File: src/rtl/sr_serial_ctrl_pkg.sv
// Shared definitions for the serial shift-register controller: FSM encodings,
// default word width and the frame length (data bits plus optional parity bit).
// Optional feature macro: SR_SERIAL_PARITY_EN (adds one even-parity bit per frame).
package sr_serial_ctrl_pkg;

    typedef enum logic [1:0] {
        IDLE  = 2'd0,
        SHIFT = 2'd1,
        DONE  = 2'd2
    } state_t;

    localparam int DEFAULT_WIDTH = 8;

`ifdef SR_SERIAL_PARITY_EN
    localparam bit PARITY_EN = 1'b1;
`else
    localparam bit PARITY_EN = 1'b0;
`endif

    // Number of serial bits per frame: the data word, plus the parity bit when built in.
    function automatic int frame_len(input int width);
        return PARITY_EN ? width + 1 : width;
    endfunction

endpackage

File: src/rtl/sr_bit_counter.sv
// Loadable, enable-gated up-counter with a terminal-count flag.
// Latency: count updates one cycle after en/load; tc is combinational from the count.
// Backpressure: none; the caller gates en with its own handshake.
module sr_bit_counter #(
    parameter int CNT_W = 5
) (
    input  logic             clk,
    input  logic             reset,
    input  logic             load,
    input  logic             en,
    input  logic [CNT_W-1:0] term_val,
    output logic [CNT_W-1:0] cnt,
    output logic             tc
);

    // Count register: load (clear) wins over increment.
    always_ff @(posedge clk) begin
        if (reset) begin
            cnt <= '0;
        end else if (load) begin
            cnt <= '0;
        end else if (en) begin
            cnt <= cnt + CNT_W'(1);
        end
    end

    // Terminal count marks the last bit index of the frame.
    always_comb begin
        tc = (cnt == term_val);
    end

endmodule

File: src/rtl/sr_serial_ctrl.sv
// Serializes a parallel word MSB first, one bit per accepted cycle, with done pulse.
// Latency: first bit the cycle after capture; done FRAME_LEN+1 cycles after capture.
// Backpressure: sout_ready=0 freezes the current bit indefinitely; din_ready only in IDLE.
// Optional feature macro: SR_SERIAL_PARITY_EN appends an even-parity bit to each frame.
module sr_serial_ctrl
    import sr_serial_ctrl_pkg::*;
#(
    parameter int WIDTH = DEFAULT_WIDTH,
    parameter int CNT_W = 5
) (
    input  logic             clk,
    input  logic             reset,
    input  logic [WIDTH-1:0] din,
    input  logic             din_valid,
    output logic             din_ready,
    input  logic             sout_ready,
    output logic             sout,
    output logic             sout_valid,
    output logic             shift_en,
    output logic             busy,
    output logic             done,
    output logic [CNT_W-1:0] bit_cnt
);

    localparam int FRAME_LEN = frame_len(WIDTH);

    state_t           state;
    state_t           state_nxt;
    logic [WIDTH-1:0] shreg;
    logic             capture;
    logic             last_bit;
    logic             data_bit;

    assign capture = din_valid & din_ready;

    // Bit index; it stops at the last index so it never runs past the frame.
    sr_bit_counter #(
        .CNT_W (CNT_W)
    ) u_bit_counter (
        .clk      (clk),
        .reset    (reset),
        .load     (capture),
        .en       (shift_en & ~last_bit),
        .term_val (CNT_W'(FRAME_LEN - 1)),
        .cnt      (bit_cnt),
        .tc       (last_bit)
    );

    // State register.
    always_ff @(posedge clk) begin
        if (reset) begin
            state <= IDLE;
        end else begin
            state <= state_nxt;
        end
    end

    // Next-state logic: the final accepted bit moves to the one-cycle DONE state.
    always_comb begin
        state_nxt = state;
        case (state)
            IDLE:    if (capture) state_nxt = SHIFT;
            SHIFT:   if (shift_en && last_bit) state_nxt = DONE;
            DONE:    state_nxt = IDLE;
            default: state_nxt = IDLE;
        endcase
    end

    // Shift register: load on capture, shift left with zero fill on each accepted bit.
    always_ff @(posedge clk) begin
        if (reset) begin
            shreg <= '0;
        end else if (capture) begin
            shreg <= din;
        end else if (shift_en) begin
            shreg <= {shreg[WIDTH-2:0], 1'b0};
        end
    end

`ifdef SR_SERIAL_PARITY_EN
    logic par_bit;

    // Even parity of the captured word, held for the trailing frame bit.
    always_ff @(posedge clk) begin
        if (reset) begin
            par_bit <= 1'b0;
        end else if (capture) begin
            par_bit <= ^din;
        end
    end

    // After the data bits have drained, the parity flop drives the line.
    always_comb begin
        data_bit = (bit_cnt == CNT_W'(WIDTH)) ? par_bit : shreg[WIDTH-1];
    end
`else
    // The line always carries the register MSB.
    always_comb begin
        data_bit = shreg[WIDTH-1];
    end
`endif

    // Output decode from the current state.
    always_comb begin
        din_ready  = 1'b0;
        busy       = 1'b0;
        sout_valid = 1'b0;
        done       = 1'b0;
        case (state)
            IDLE: begin
                din_ready = 1'b1;
            end
            SHIFT: begin
                busy       = 1'b1;
                sout_valid = 1'b1;
            end
            DONE: begin
                busy = 1'b1;
                done = 1'b1;
            end
            default: begin
                din_ready = 1'b0;
            end
        endcase
        sout     = sout_valid & data_bit;
        shift_en = sout_valid & sout_ready;
    end

endmodule

File: config.mk
export PLATFORM = sky130hd
export DESIGN_NAME = sr_serial_ctrl
export DESIGN_NICKNAME = d
export VERILOG_FILES = /design/src/rtl/sr_serial_ctrl_pkg.sv /design/src/rtl/sr_bit_counter.sv /design/src/rtl/sr_serial_ctrl.sv
export SDC_FILE = /design/constraint.sdc
export NUM_CORES = 1
export LEC_CHECK = 0
export CORE_UTILIZATION = 48
export DETAILED_ROUTE_END_ITERATION = 7
export PLACE_DENSITY = 0.82
export SYNTH_ARGS = -nofsm -noshare
export SYNTH_HDL_FRONTEND = slang
export SYNTH_SLANG_ARGS = --single-unit
File: constraint.sdc
create_clock -name clk -period 2.63 [get_ports clk]
set_input_delay 0.526 -clock clk [delete_from_list [all_inputs] [get_ports clk]]
set_output_delay 0.526 -clock clk [all_outputs]
set_load 0.1 [all_outputs]
---- Word level (Yosys, flattened, before mapping) ----
Index checks and enable logic that the tools add are counted.
word-level totals
  register bits after elaboration ......... 15
  output and inout port bits .............. 11
  input port bits ......................... 12
operators by class
  reduce and logical (&&, ||, !) cells .... 6
  equality and inequality tests ........... 5
  add/subtract/negate cells ............... 1
  muxes and demuxes ....................... 9
  bitwise gates (word level) .............. 5
operator list
  kind                   number
  $mux W8                2
  $add A5 B1 Y5 const B  1
  $eq A5 B3 Y1 const B   1
  $and A1 B1 Y1          4
  $mux W1                4
  $mux W2                2
  $ne A2 B2 Y1 const B   2
  $pmux W2 S2            1
  $reduce_or A2 Y1       2
  $eq A2 B1 Y1 const B   1
  $eq A2 B2 Y1 const B   1
  $logic_not A2 Y1       1
  $reduce_and A2 Y1      1
  $reduce_bool A2 Y1     1
  $logic_and A1 B1 Y1    1
  $not A1 Y1             1

---- Depth between registers and ports, before layout ----
Gate-level depths: netlist of the first run.
  depth after elaboration ................. 6
  mapped depth ............................ 6
  depth with buffers taken out ............ 6

---- Modules after synthesis ----
A second synthesis of the first run with hierarchy kept.
unflattened totals
  cell total of the unflattened synthesis .. 92
  area total of the unflattened synthesis .. 789.5 um2
by module, submodules not included
  module          area each (um2)  cells an instance  instances  sequential area each (um2)
  sr_serial_ctrl  536.8            66                 1          200.2
  sr_bit_counter  252.7            26                 1          100.1

---- Least setup slack after synthesis of the first run ----
No wires, ideal clock.
  path type ............................... register to output
  from .................................... register state[1]
  to ...................................... output sout
  path slack .............................. -36 ps
  cell stages (with the launch flop) ...... 4
  path buffers ............................ 0
  data required time ...................... 2104 ps
  data arrival time ....................... 2140 ps
  path through ............................ dfxtp_1 inv_1 ha_1 and2_1
between the ends
  word-level cells in the longest chain between the ends .. 3
RTL lines
  what                    RTL line               RTL
  start, declared         sr_serial_ctrl.sv:27   state_t state;
  start signal, assigned  sr_serial_ctrl.sv:54   state <= state_nxt;
  $eq A2 B1 Y1            sr_serial_ctrl.sv:109  case (state)
  $mux W1                 sr_serial_ctrl.sv:109
  via sout_valid          sr_serial_ctrl.sv:18   output logic sout_valid,
  $and A1 B1 Y1           sr_serial_ctrl.sv:125  sout = sout_valid & data_bit;
  end, declared           sr_serial_ctrl.sv:17   output logic sout,
The timed path passes the listed nets, and every way through them passes these cells.

---- Worst setup path in the final report of the first run ----
  from .................................... register state[1]
  to ...................................... output shift_en
between the ends
  word-level cells in the longest chain between the ends .. 3
RTL lines
  what           RTL line               RTL
  $eq A2 B1 Y1   sr_serial_ctrl.sv:109
  $mux W1        sr_serial_ctrl.sv:109
  $and A1 B1 Y1  sr_serial_ctrl.sv:126  shift_en = sout_valid & sout_ready;
  end, declared  sr_serial_ctrl.sv:19   output logic shift_en,
No other way between the ends.

==> reports/summary.md, run 1 <==
Drt
• final routed wirelength across all metal layers: 1.686 mm
• routed via count divided by cell count: 5.583
• Initial DRC Count: 15
• first-pass iteration count of the detailed router: 4
• antenna violation net count after detailed routing: 0
• total number of vias: 737
• post-DR wirelength/cell: 12.77 um
• DRC: 0

Outcome
• run status: finished clean

Floorplanning
• initial core utilization: 50.83%
• floorplan die area: 0.001759 mm2
• width of the chip: 41.94 um
• floorplan row count: 14
• number of ports placed on the die boundary: 23
• height of the chip: 41.94 um
• core footprint: 0.001506 mm2

Setup path
• source of the worst register-to-register timing path: state[1]$_SDFFE_PP0P_
• beginning of the critical path: state[1]$_SDFFE_PP0P_
• arrival time at the worst endpoint: 1660 ps
• Worst Reg2Reg Path Length in Cells: 6
• maximum fanout count along the critical path: 9
• kind of start point of the critical path: flip-flop
• critical path start-end classification: reg -> out
• crit path capture type: primary output
• critical path data required time: 2100 ps

Synth
• Synth async-reset ratio: 0%
• number of warnings reported in the yosys synthesis log: 0
• top_reg_cell synth: sky130_fd_sc_hd__dfxtp_1
• number of enable flip-flop cells after synthesis: 0
• Seq/Total Area, Yosys: 39.22%
• combinational family with the most area after synthesis: simple AND/OR/NAND/NOR gates
• summed instance area of the synthesized netlist: 765.7 um2
• Net Count, Synth: 110
• post-synthesis xor/xnor area fraction: 0%
• unique cell type count in the Yosys netlist: 23
• cell count after synthesis: 92
• mux cell area share after synthesis: 2.614%
• post-synthesis area per instance: 8.323 um2
• Compound-Gate Fraction of Synth Area: 16.01%
• adder and majority gate portion of the synthesized area: 9.804%
• area fraction in and, or, nand and nor cells after synthesis: 28.10%
• flip-flop and latch count after synthesis: 15

Clock network
• depth of the CTS H-tree: 1
• clock-pin slew on the worst setup and hold paths: 90 ps
• post-cts repair resize count: 0
• clock latency of the later-clocked register in the worst-skew pair: 280 ps
• Post-CTS Hold Buffers: 0
• TritonCTS buffer count: 3
• number of clock sinks: 15
• Clock Tree Root: sky130_fd_sc_hd__clkbuf_4
• Max Buffers Root-to-Sink: 2
• post-CTS setup buffer count: 0
• CTS tree: yes

STA
• Tmin final: 2186 ps
• Post-Route Hold Slack: 480.6 ps
• setup clock skew after layout: 1.670 ps
• sum of negative setup slack: 0 ps
• unrepaired setup endpoints after global routing: no
• actual slew at the worst max-slew pin: 495.1 ps
• number of slew-limit violations in the final report: 0
• final hold viol count: 0
• fraction of the cycle the final worst path needs: 83.10%
• maximum clock frequency: 457.5 MHz
• setup violators final: 0
• Slew Limit Headroom: 66.92%

Finish
• Ant. Diodes: 0
• area grow syn2layout: 32.35%
• share of final-layout standard cells stronger than drive strength 1: 15.52%
• net total in the final layout: 135

Global route
• Congestion Overflow GR: 0
• number of antenna violations at the first check in global routing: 0
• number of global-route vias before repair: 678
• first-pass GRT wire length: 2.870 mm
• total global-route track usage: 21.40%
• pin count of the biggest net entering global routing: 17

Flow run
• number of max-cap violations: 0

Pwr
• maximum ir drop on the vdd rail: 830.2 uV
• PwrDens: 1036 mW/mm2
• reported leakage power: 0.3909 nW

Worst hold path
• kind of path behind the tightest hold check: reg -> reg
• hold-critical path depth: 2
• min-delay src: shreg[0]$_SDFFE_PP0P_

Placed design
• number of buffers inserted by port buffering: 22
• RD Place Congestion: 0.7449
• hpwl dp: 1.205 mm

==> cell families (layout without fill, tap and decap cells) <==
group	count (synthesis)	count (layout)
adders and majority gates	6	6
and+or+nand+nor	43	43
DFF	15	15
muxes	2	2
AOI/OAI and AO/OA	18	18
buffers and inverters	8	32
==> per-layer routing <==
| layer | up-vias | track usage, % | part of all wire, % |
|---|---|---|---|
| met1 | 348 | 28.37 | 47 |
| met2 | 12 | 31.56 | 49 |
| li1 | 373 | - | - |
| met3 | 4 | 4.783 | 3.2 |
| met5 | - | 0 | 0 |
| met4 | 0 | 12.90 | 1.2 |
==> layout by cell type (no fill, tap or decap), drive strengths merged <==
master	netlist	final
a211oi	1	1
a21oi	5	5
a221oi	1	1
a311oi	7	7
and2	1	1
buf	2	12
clkbuf	1	3
clkdlybuf4s50	0	11
clkinv	1	2
dfxtp	15	15
ha	6	6
inv	4	4
mux2i	2	2
nand2	18	18
nand2b	5	5
nand3	5	5
nand4bb	1	1
nor2	7	7
nor2b	1	1
nor3	1	1
nor4bb	1	1
o21ai	4	4
or3	2	2
or4	1	1
==> power breakdown <==
group | internal (W) | switching [W] | total [W] | leakage (nW)
combinational | 0.000159 | 0.000456 | 0.000615 | 0.250
sequential | 0.000272 | 0.0000286 | 0.000301 | 0.123
clock | 0.0000564 | 0.0000780 | 0.000134 | 0.0177
total | 0.000487 | 0.000563 | 0.00105 | 0.391
==> path summary, 6_finish.rpt <==
path	endpoint	slack (ps)
min reg2reg	shreg[0]$_SDFFE_PP0P_	480
max reg2reg	u_bit_counter.cnt[3]$_SDFFE_PP0P_	860
min	shreg[0]$_SDFFE_PP0P_	480
max	shift_en	440
==> final cells by class <==
| class | count | area [um2] |
|---|---|---|
| well taps | 16 | 20.02 |
| clock buffers | 3 | 22.52 |
| repair buffers | 23 | 212.7 |
| clock inverters | 1 | 5.005 |
| multi-input cells | 69 | 434.2 |
| fillers | 134 | 493.0 |
| inverters | 5 | 18.77 |
| flip-flops and latches | 15 | 300.3 |
==> stage by stage <==
| stage | utilization [%] | area (um2) | cells | power, W | setup WS (ps) |
|---|---|---|---|---|---|
| final | 67.28 | 1013 | 132 | 0.001050 | 444.4 |
| after global routing | 67.28 | 1013 | 132 | 0.001107 | 343.9 |
| after CTS | 67.28 | 1013 | 132 | 0.001053 | 437.5 |
| after detailed placement | 65.45 | 985.9 | 128 | 0.0009182 | 518.4 |
| after global placement | 65.45 | 985.9 | 128 | 0.0009064 | 523.6 |
| after floorplan | - | 767.0 | 92 | 0.0007971 | 4.783 |
==> registers in the layout (all words and copies together) (netlist names) <==
| name | cells |
|---|---|
| shreg | 8 |
| u_bit_counter.cnt | 5 |
| state | 2 |
==> synth_stat cells (all sizes together) (2+ instances only) <==
master  count  area (um2)
a21oi       5       25.02
a311oi      7       61.31
buf         2       10.01
dfxtp      15       300.3
ha          6       75.07
inv         4       15.01
mux2i       2       20.02
nand2      18       67.56
nand2b      5       31.28
nand3       5       25.02
nor2        7       26.28
o21ai       4       20.02
or3         2       12.51
==> worst max-delay path, stage by stage, from the launching register on <==
cell	delay, ps
sky130_fd_sc_hd__dfxtp_1	370
sky130_fd_sc_hd__inv_1	100
sky130_fd_sc_hd__ha_1	270
sky130_fd_sc_hd__nand2_1	110
sky130_fd_sc_hd__clkinv_1	250
sky130_fd_sc_hd__buf_12	270
Power figures use the tool's default switching activity.
==> run 2, diff against run 1 <==
Settings changed: CORE_ASPECT_RATIO set to 1.25, CORE_UTILIZATION 48 to 40, PLACE_DENSITY 0.82 to 0.73.
Clock period 2.63 ns to 1.8 ns, I/O delays scaled along.
==> run 2 against run 1 <==
Worst hold slack better by 1.8 ps. Sequential share of layout area down 3.9 points. Non-clock buffer count grew 4. Clock-buffer cell count stayed put. Die area grew 19%. Sequential power rose by 51%. Via count increased by 3.3%. Combinational power up 82%. First-iteration DRC count up 13%. Utilization about the same. Power increased by 69%. Register-to-register slack lost 680 ps.
==> reports/summary.md, run 2 (synthesis gave the netlist of run 1 again) <==
Clock network
• depth of the CTS H-tree: 1
• Clock Tree Root: sky130_fd_sc_hd__clkbuf_4
• post-CTS setup buffer count: 0
• post-cts repair resize count: 2
• TritonCTS buffer count: 3
• Post-CTS Hold Buffers: 0
• clock latency of the later-clocked register in the worst-skew pair: 290 ps
• CTS tree: yes
• number of clock sinks: 15
• Max Buffers Root-to-Sink: 2
• clock-pin slew on the worst setup and hold paths: 100 ps

Global route
• total global-route track usage: 20.50%
• first-pass GRT wire length: 2.960 mm
• number of antenna violations at the first check in global routing: 0
• Congestion Overflow GR: 0
• pin count of the biggest net entering global routing: 16
• number of global-route vias before repair: 708

Floorplanning
• height of the chip: 50.92 um
• initial core utilization: 42.86%
• floorplan row count: 17
• width of the chip: 41.14 um
• floorplan die area: 0.002094 mm2
• core footprint: 0.001787 mm2
• number of ports placed on the die boundary: 23

Placed design
• number of buffers inserted by port buffering: 22
• Placed Cells: 135
• hpwl dp: 1.328 mm
• RD Place Congestion: 0.7151

Finish
• combined area of the multi-input logic cells: 451.7 um2
• most common cell after layout, fill and taps aside: sky130_fd_sc_hd__nand2_1
• fillcell total: 147
• highest-count cells in the layout ignoring fill and taps: sky130_fd_sc_hd__nand2_1 (17), sky130_fd_sc_hd__clkdlybuf4s50_1 (11), sky130_fd_sc_hd__buf_12 (11), sky130_fd_sc_hd__dfxtp_1 (8)
• largest registers: shreg (8), u_bit_counter.cnt (5), state (2)
• Register Area: 309.0 um2
• largest register by flop count: shreg
• Ant. Diodes: 0
• Cell Count, Final, Fillers Out: 139
• flip-flop count of the largest register, all copies and words added: 8
• share of final-layout standard cells stronger than drive strength 1: 28.33%
• net total in the final layout: 139
• area grow syn2layout: 56.86%

STA
• setup clock skew after layout: 1.106 ps
• Slew Limit Headroom: 68.70%
• unrepaired setup endpoints after global routing: no
• maximum clock frequency: 592.3 MHz
• Tmin final: 1688 ps
• number of slew-limit violations in the final report: 0
• actual slew at the worst max-slew pin: 469.5 ps
• setup violators final: 0
• final hold viol count: 0
• sum of negative setup slack: 0 ps
• fraction of the cycle the final worst path needs: 93.79%
• Post-Route Hold Slack: 482.4 ps

Worst hold path
• min-delay src: shreg[7]$_SDFFE_PP0P_
• kind of path behind the tightest hold check: reg -> reg

Setup path
• maximum fanout count along the critical path: 7
• kind of start point of the critical path: flip-flop
• source of the worst register-to-register timing path: u_bit_counter.cnt[0]$_SDFFE_PP0P_
• arrival time at the worst endpoint: 1330 ps
• crit path capture type: primary output
• critical path start-end classification: reg -> out
• critical path data required time: 1440 ps
• beginning of the critical path: state[1]$_SDFFE_PP0P_

Drt
• Initial DRC Count: 17
• total number of vias: 761
• first-pass iteration count of the detailed router: 4
• antenna violation net count after detailed routing: 0
• DRC: 0
• final routed wirelength across all metal layers: 1.771 mm
• routed via count divided by cell count: 5.475
• post-DR wirelength/cell: 12.74 um

Flow run
• number of max-cap violations: 0

Pwr
• PwrDens: 1480 mW/mm2
• maximum ir drop on the vdd rail: 1925 uV
• reported leakage power: 0.4502 nW

Outcome
• run status: finished clean

-- run 2: changes by cell type in the layout (fill, tap and decap cells not counted), sizes merged --
| cell | previous run | this run |
|---|---|---|
| buf | 12 | 16 |
| clkinv | 2 | 1 |
| inv | 4 | 5 |
-- run 2: worst paths after layout --
kind                                end  slack [ps]  cells after the start
hold reg to reg   shreg[7]$_SDFFE_PP0P_         480                      2
setup / recovery               shift_en         110                      5
hold / removal    shreg[7]$_SDFFE_PP0P_         480                      2
setup reg to reg  state[0]$_SDFFE_PP0P_         180                      4
-- run 2: critical path, cell delays in order, from the launching register on --
cell and delay (ps):
sky130_fd_sc_hd__dfxtp_2 350, sky130_fd_sc_hd__inv_2 90, sky130_fd_sc_hd__ha_4 190, sky130_fd_sc_hd__nand2_2 120, sky130_fd_sc_hd__inv_4 110, sky130_fd_sc_hd__buf_12 170
-- run 2: layout make-up --
type	instances	area share, %
well taps	19	1.979
repair buffers	27	30.63
clock inverters	1	0.4167
flip-flops and latches	15	25.73
multi-input cells	69	37.60
inverters	5	1.771
clock buffers	3	1.875
-- run 2: report_power, final --
| group | switching, W | internal [W] | leakage, nW |
|---|---|---|---|
| clock network | 0.000117 | 0.0000826 | 0.0177 |
| registers | 0.0000520 | 0.000402 | 0.126 |
| logic | 0.000709 | 0.000416 | 0.306 |
| total | 0.000878 | 0.000900 | 0.450 |
-- run 2: routing by layer --
layer | vias to the layer above | global-route usage (%) | wire, um
li1 | 378 | - | -
met5 | - | 0 | 0
met3 | 6 | 4.348 | 89
met4 | 0 | 12.37 | 45
met1 | 345 | 24.52 | 715
met2 | 32 | 31.77 | 921
-- run 2: metrics by stage --
stage	power [W]	utilization, %	instance area [um2]	setup slack [ps]
3_5_place_dp	0.001572	65.34	1167	20.38
4_1_cts	0.001779	67.09	1199	26.19
2_1_floorplan	0.001209	-	789.5	47.70
3_3_place_gp	0.001555	65.34	1167	96.39
6_report	0.001778	67.23	1201	111.7
5_1_grt	0.001860	67.23	1201	32.15
